--- src/rtl/md_pkg.sv ---
// -----------------------------------------------------------------------------
// md_pkg
// Shared definitions for the iterative multiply/divide unit:
//   - operation encodings (op_i field of md_iter_unit)
//   - FSM state encoding
//   - stall request levels
//   - small op-decode helpers
// -----------------------------------------------------------------------------
package md_pkg;

   typedef enum logic [1:0] {
      MD_MULTU = 2'b00,
      MD_MULT  = 2'b01,
      MD_DIVU  = 2'b10,
      MD_DIV   = 2'b11
   } md_op_e;

   typedef enum logic [1:0] {
      MD_IDLE = 2'b00,
      MD_CALC = 2'b01,
      MD_DONE = 2'b10
   } md_state_e;

   localparam logic STOP    = 1'b1;
   localparam logic NO_STOP = 1'b0;

   // op[0] selects the signed variant, op[1] selects divide.
   function automatic logic op_is_signed(input logic [1:0] op);
      return op[0];
   endfunction

   function automatic logic op_is_div(input logic [1:0] op);
      return op[1];
   endfunction

endpackage

--- src/rtl/md_sign_fix.sv ---
// -----------------------------------------------------------------------------
// md_sign_fix
// Conditional two's-complement negate.
// Ports:
//   neg_i   in   1      negate when high
//   data_i  in   WIDTH  input value
//   data_o  out  WIDTH  neg_i ? -data_i : data_i
// -----------------------------------------------------------------------------
module md_sign_fix #(
   parameter int unsigned WIDTH = 32
) (
   input  logic             neg_i,
   input  logic [WIDTH-1:0] data_i,
   output logic [WIDTH-1:0] data_o
);

   always_comb begin
      data_o = neg_i ? (~data_i + WIDTH'(1)) : data_i;
   end

endmodule

--- src/rtl/md_iter_unit.sv ---
// -----------------------------------------------------------------------------
// md_iter_unit
// Iterative multiply/divide unit for the EX stage. One shift datapath and one
// counter serve MULTU/MULT (shift-add) and DIVU/DIV (restoring, MSB first).
// Signed ops work on magnitudes; the result is sign-corrected on the last
// iteration.
// Ports:
//   clk          in   1      clock, rising edge
//   resetn       in   1      asynchronous active-low reset
//   start_i      in   1      request, held while the instruction sits in EX
//   op_i         in   2      00 MULTU, 01 MULT, 10 DIVU, 11 DIV
//   src_a_i      in   WIDTH  multiplicand / dividend
//   src_b_i      in   WIDTH  multiplier / divisor
//   annul_i      in   1      abort current operation
//   stallreq_o   out  1      pipeline stall request
//   busy_o       out  1      unit not idle
//   ready_o      out  1      result valid (one-cycle pulse)
//   dbz_o        out  1      divide by zero, valid with ready_o
//   result_hi_o  out  WIDTH  product high half / remainder
//   result_lo_o  out  WIDTH  product low half / quotient
// -----------------------------------------------------------------------------
module md_iter_unit
   import md_pkg::*;
#(
   parameter int unsigned WIDTH = 32,
   parameter int unsigned CNT_W = $clog2(WIDTH + 1)
) (
   input  logic             clk,
   input  logic             resetn,
   input  logic             start_i,
   input  logic [1:0]       op_i,
   input  logic [WIDTH-1:0] src_a_i,
   input  logic [WIDTH-1:0] src_b_i,
   input  logic             annul_i,
   output logic             stallreq_o,
   output logic             busy_o,
   output logic             ready_o,
   output logic             dbz_o,
   output logic [WIDTH-1:0] result_hi_o,
   output logic [WIDTH-1:0] result_lo_o
);

   md_state_e          state_q;
   logic [CNT_W-1:0]   cnt_q;
   logic               div_q;
   logic               neg_res_q;   // operand signs differ
   logic               neg_rem_q;   // dividend negative
   logic [WIDTH-1:0]   opb_q;       // multiplicand / divisor magnitude
   logic [2*WIDTH-1:0] acc_q;       // working {hi, lo}; final result while in DONE
   logic [WIDTH-1:0]   hold_hi_q;
   logic [WIDTH-1:0]   hold_lo_q;
   logic               dbz_q;

   // Operand magnitudes
   logic             a_neg, b_neg;
   logic [WIDTH-1:0] mag_a, mag_b;

   assign a_neg = op_is_signed(op_i) & src_a_i[WIDTH-1];
   assign b_neg = op_is_signed(op_i) & src_b_i[WIDTH-1];

   md_sign_fix #(.WIDTH(WIDTH)) u_fix_a (.neg_i(a_neg), .data_i(src_a_i), .data_o(mag_a));
   md_sign_fix #(.WIDTH(WIDTH)) u_fix_b (.neg_i(b_neg), .data_i(src_b_i), .data_o(mag_b));

   // One iteration of either algorithm
   logic [WIDTH:0]     mul_sum;
   logic [2*WIDTH-1:0] mul_next;
   logic [WIDTH:0]     div_top;
   logic [WIDTH:0]     div_diff;
   logic               div_ge;
   logic [WIDTH-1:0]   div_rem;
   logic [2*WIDTH-1:0] div_next;
   logic [2*WIDTH-1:0] step_next;

   always_comb begin
      mul_sum  = {1'b0, acc_q[2*WIDTH-1:WIDTH]}
               + {1'b0, (acc_q[0] ? opb_q : {WIDTH{1'b0}})};
      mul_next = {mul_sum, acc_q[WIDTH-1:1]};

      // Partial remainder shifted left with the next dividend bit. It stays
      // below 2*divisor, so bit WIDTH of the difference is a valid borrow.
      div_top  = acc_q[2*WIDTH-1:WIDTH-1];
      div_diff = div_top - {1'b0, opb_q};
      div_ge   = ~div_diff[WIDTH];
      div_rem  = div_ge ? div_diff[WIDTH-1:0] : div_top[WIDTH-1:0];
      div_next = {div_rem, acc_q[WIDTH-2:0], div_ge};

      step_next = div_q ? div_next : mul_next;
   end

   // Result correction. The 2*WIDTH negate also yields -quotient in its low half.
   logic [2*WIDTH-1:0] fix_full;
   logic [WIDTH-1:0]   fix_rem;
   logic [2*WIDTH-1:0] final_res;

   md_sign_fix #(.WIDTH(2 * WIDTH)) u_fix_res (
      .neg_i  (neg_res_q),
      .data_i (step_next),
      .data_o (fix_full)
   );
   md_sign_fix #(.WIDTH(WIDTH)) u_fix_rem (
      .neg_i  (neg_rem_q),
      .data_i (step_next[2*WIDTH-1:WIDTH]),
      .data_o (fix_rem)
   );

   assign final_res = div_q ? {fix_rem, fix_full[WIDTH-1:0]} : fix_full;

   always_ff @(posedge clk or negedge resetn) begin
      if (!resetn) begin
         state_q   <= MD_IDLE;
         cnt_q     <= '0;
         div_q     <= 1'b0;
         neg_res_q <= 1'b0;
         neg_rem_q <= 1'b0;
         opb_q     <= '0;
         acc_q     <= '0;
         hold_hi_q <= '0;
         hold_lo_q <= '0;
         dbz_q     <= 1'b0;
      end else begin
         unique case (state_q)
            MD_IDLE: begin
               if (start_i && !annul_i) begin
                  div_q     <= op_is_div(op_i);
                  neg_res_q <= a_neg ^ b_neg;
                  neg_rem_q <= a_neg;
                  opb_q     <= mag_b;
                  cnt_q     <= CNT_W'(WIDTH);
                  if (op_is_div(op_i) && (src_b_i == '0)) begin
                     acc_q   <= {src_a_i, {WIDTH{1'b1}}};
                     dbz_q   <= 1'b1;
                     state_q <= MD_DONE;
                  end else begin
                     acc_q   <= {{WIDTH{1'b0}}, mag_a};
                     dbz_q   <= 1'b0;
                     state_q <= MD_CALC;
                  end
               end
            end
            MD_CALC: begin
               cnt_q <= cnt_q - CNT_W'(1);
               if (annul_i) begin
                  cnt_q   <= '0;
                  state_q <= MD_IDLE;
               end else if (cnt_q == CNT_W'(1)) begin
                  acc_q   <= final_res;
                  state_q <= MD_DONE;
               end else begin
                  acc_q <= step_next;
               end
            end
            MD_DONE: begin
               state_q <= MD_IDLE;
               if (annul_i) begin
                  dbz_q <= 1'b0;
               end else begin
                  hold_hi_q <= acc_q[2*WIDTH-1:WIDTH];
                  hold_lo_q <= acc_q[WIDTH-1:0];
               end
            end
            default: state_q <= MD_IDLE;
         endcase
      end
   end

   always_comb begin
      ready_o     = (state_q == MD_DONE) & ~annul_i;
      busy_o      = (state_q != MD_IDLE);
      dbz_o       = dbz_q;
      // The fresh result is visible in DONE; afterwards the committed copy.
      result_hi_o = (state_q == MD_DONE) ? acc_q[2*WIDTH-1:WIDTH] : hold_hi_q;
      result_lo_o = (state_q == MD_DONE) ? acc_q[WIDTH-1:0] : hold_lo_q;
      stallreq_o  = (start_i & ~ready_o & ~annul_i) ? STOP : NO_STOP;
   end

endmodule
--- config.mk ---
export PLATFORM = sky130hd
export DESIGN_NAME = md_iter_unit
export DESIGN_NICKNAME = d
export VERILOG_FILES = /design/src/rtl/md_pkg.sv /design/src/rtl/md_sign_fix.sv /design/src/rtl/md_iter_unit.sv
export SDC_FILE = /design/constraint.sdc
export NUM_CORES = 1
export LEC_CHECK = 0
export ABC_AREA = 1
export CAP_MARGIN = 40
export CORE_MARGIN = 1
export CORE_UTILIZATION = 30
export DETAILED_ROUTE_END_ITERATION = 16
export PLACE_DENSITY_LB_ADDON = 0.2
export SKIP_CTS_REPAIR_TIMING = 1
export SYNTH_ARGS = -nofsm -noshare
export SYNTH_HDL_FRONTEND = slang
export SYNTH_SLANG_ARGS = --single-unit
--- constraint.sdc ---
create_clock -name clk -period 5.1 [get_ports clk]
set_clock_uncertainty 0.2 [all_clocks]
set_input_delay 1.02 -clock clk [delete_from_list [all_inputs] [get_ports clk]]
set_output_delay 1.02 -clock clk [all_outputs]
set_load 0.1 [all_outputs]
==> results.ini <==
[status]
outcome=finished clean

[placed_design]
half_perimeter_wire_length_after_placement_um=64200
port-buffer-count=137
pre_cts_ws_ns=0.0296
placed_area_sq_um=19700
gp_congestion=1.04
placed_cells_incl_taps=3772

[yosys]
synth.net_count=3051
yosysWarnings=0
synthTopCellsByArea=sky130_fd_sc_hd__dfrtp_1, sky130_fd_sc_hd__nand2_1, sky130_fd_sc_hd__o21ai_0
synth_seq_cells=172
syn_avg_cell_area_sq_um=5.98
netlist_area_sq_um=17400
post-synth-top-area-fraction=0.248
synth_cell_types=54
async_reset_ff_frac=1.00
post_synth_most_frequent_cells=sky130_fd_sc_hd__nand2_1, sky130_fd_sc_hd__inv_1, sky130_fd_sc_hd__o21ai_0, sky130_fd_sc_hd__nor2_1, sky130_fd_sc_hd__nand3_1
synth_sequential_area_ratio=0.248
synthCells=2909
synthFlopType=sky130_fd_sc_hd__dfrtp_1
most_common_cell_in_the_synthesized_netlist=sky130_fd_sc_hd__nand2_1
synthDominantAreaCellType=sky130_fd_sc_hd__dfrtp_1
synth_enable_flop_cells=0

[floorplanning]
pin_count=138
chipHeight_um=243
die_width_um=243
floorplan.core_area_sq_um=56800
die_area_sq_um=58900
row_count=87
effective_utilization_at_floorplan=0.306

[timing]
finalHoldViolations=0
worst_slew_pin_slew_ns=0.928
layout_worst_path_cycle_share=0.940
setup_ws_ns=0.308
finalWorstPathRequiredPeriod_ns=4.79
fmax_ghz=0.209
report.final.setup_viol=0
relSlewSlack=0.381
max_slew_violation_count=0
fin_hold_ws_ns=0.284

[drt]
remaining_drc_errors=0
vias_per_cell=5.32
totalWireLength_um=80000
drt.antenna.violating_nets=0
drt_first_pass_iters=6
drtIter0Drc=2153
routed-via-count=20300
wl_per_cell_um=21.0

[finish]
final_core_utilization=0.359
stdcell_count=3808
fillers=6291
design.final.nets=3181
antenna_cells_inserted=0
area_growth_syn_to_layout_pct=17.4
final_layout_size_suffix_gt1_frac=0.0898
layout.cell_area.non_filler_sq_um=20400

[critical_path]
timing.critical_path.fanout_max=5
cp_slowest_cell=sky130_fd_sc_hd__dfrtp_1
max_stage_delay_ns=0.43
crit_arrival_ns=4.97
setup.worst_path.end_class=flop
type_of_the_setup_path_with_the_least_slack=flop to flop
critical_path.startpoint_type=flop
worst_endpoint_required_time_ns=5.28

[global_route]
antenna_violations_before_repair=4
grt_use_total=0.268
number_of_global_route_vias_before_repair=18900
largest_net_degree_at_the_start_of_global_routing=102
grt_first_pass_wirelength_um=119000
grt_remaining_overflow=0

[clocking]
longest_clk_path_bufs=2
cts_made_buffers=17
clock_sinks=172
cts_htree_levels=4
cts_root_buf=sky130_fd_sc_hd__clkbuf_16
path_clk_slew_ns=0.08
clkLatencyLatePin_ns=0.52
cts_tree=done

[job]
timing.max_cap.violations=0

[worst_hold_path]
min-delay-path-class=flop to flop

[power_and_ir_drop]
power.ir.vdd_worst_mv=0.452
power.density_cell_area_nw_per_um2=740
p_leak_nw=10.0

worst max-delay path: cells and delay by family (launching register included):
kind | cells | cell delay [ns]
simple gates | 18 | 2.30
compound gates | 6 | 0.84
fa+ha+maj | 2 | 0.56
flops | 1 | 0.43
buf+inv | 3 | 0.31
power breakdown:
group / internal, mW / leakage, nW / switching (mW)
registers: 1.94 / 2.11 / 0.486
logic: 2.97 / 7.63 / 8.25
clock network: 0.769 / 0.290 / 0.687
total: 5.68 / 10.0 / 9.42
per-stage QoR:
stage	power (mW)	TNS [ns]
2_1_floorplan	10.0	0
3_3_place_gp	13.5	0
3_5_place_dp	13.5	0
4_1_cts	15.0	0
5_1_grt	16.1	-0.0264
6_report	15.1	0
final cells by class:
class | count | area, sq um | share of cell area
tap | 756 | 946 | 0.0464
clock buffer | 22 | 474 | 0.0232
timing repair buffer | 215 | 1870 | 0.0916
inverter | 393 | 1480 | 0.0724
clock inverter | 10 | 130 | 0.00638
multi-input combinational | 2240 | 11200 | 0.549
sequential | 172 | 4310 | 0.211
cell families after synthesis:
logic type / Yosys count / synth area share
fa+ha+maj: 72 / 0.0527
buf+inv: 497 / 0.111
simple gates: 1507 / 0.368
compound gates: 602 / 0.191
xor+xnor: 59 / 0.0297
flops: 172 / 0.248
worst paths after layout:
check,depth (start not counted),start,slack (ns),endpoint
hold reg to reg,2,hold_hi_q[10]$_DFFE_PN0P_,0.28,hold_hi_q[10]$_DFFE_PN0P_
min in group asynchronous,1,resetn,0.32,hold_hi_q[9]$_DFFE_PN0P_
max in group asynchronous,2,resetn,3.25,cnt_q[1]$_DFFE_PN0P_
setup reg to reg,29,opb_q[30]$_DFFE_PN0P_,0.31,acc_q[44]$_DFFE_PN0P_
hold / removal,2,hold_hi_q[10]$_DFFE_PN0P_,0.28,hold_hi_q[10]$_DFFE_PN0P_
setup / recovery,29,opb_q[30]$_DFFE_PN0P_,0.31,acc_q[44]$_DFFE_PN0P_
layer usage:
layer / vias up / wire (um) / GRT usage
met5: - / 0 / 0
li1: 9691 / - / -
met4: 0 / 2370 / 0.0914
met1: 9579 / 36800 / 0.378
met3: 108 / 5580 / 0.0353
met2: 874 / 35200 / 0.419
flip-flops by register name, summed over array words and instances, names as in the netlist:
register   flops
acc_q         64
cnt_q          6
dbz_o          1
div_q          1
hold_hi_q     32
hold_lo_q     32
neg_rem_q      1
neg_res_q      1
opb_q         32
state_q        2
placed cells by master (no fill, tap or decap), types with 36 or more instances in the layout:
master and count:
sky130_fd_sc_hd__nor3_1 39, sky130_fd_sc_hd__nand3_1 196, sky130_fd_sc_hd__ha_1 69, sky130_fd_sc_hd__inv_1 376, sky130_fd_sc_hd__o21ai_0 309, sky130_fd_sc_hd__clkdlybuf4s50_1 70
sky130_fd_sc_hd__buf_4 138, sky130_fd_sc_hd__xor2_1 36, sky130_fd_sc_hd__nor2_1 233, sky130_fd_sc_hd__nand2_1 903, sky130_fd_sc_hd__a21oi_1 166, sky130_fd_sc_hd__dfrtp_1 170
(Power assumes the default switching activity.)
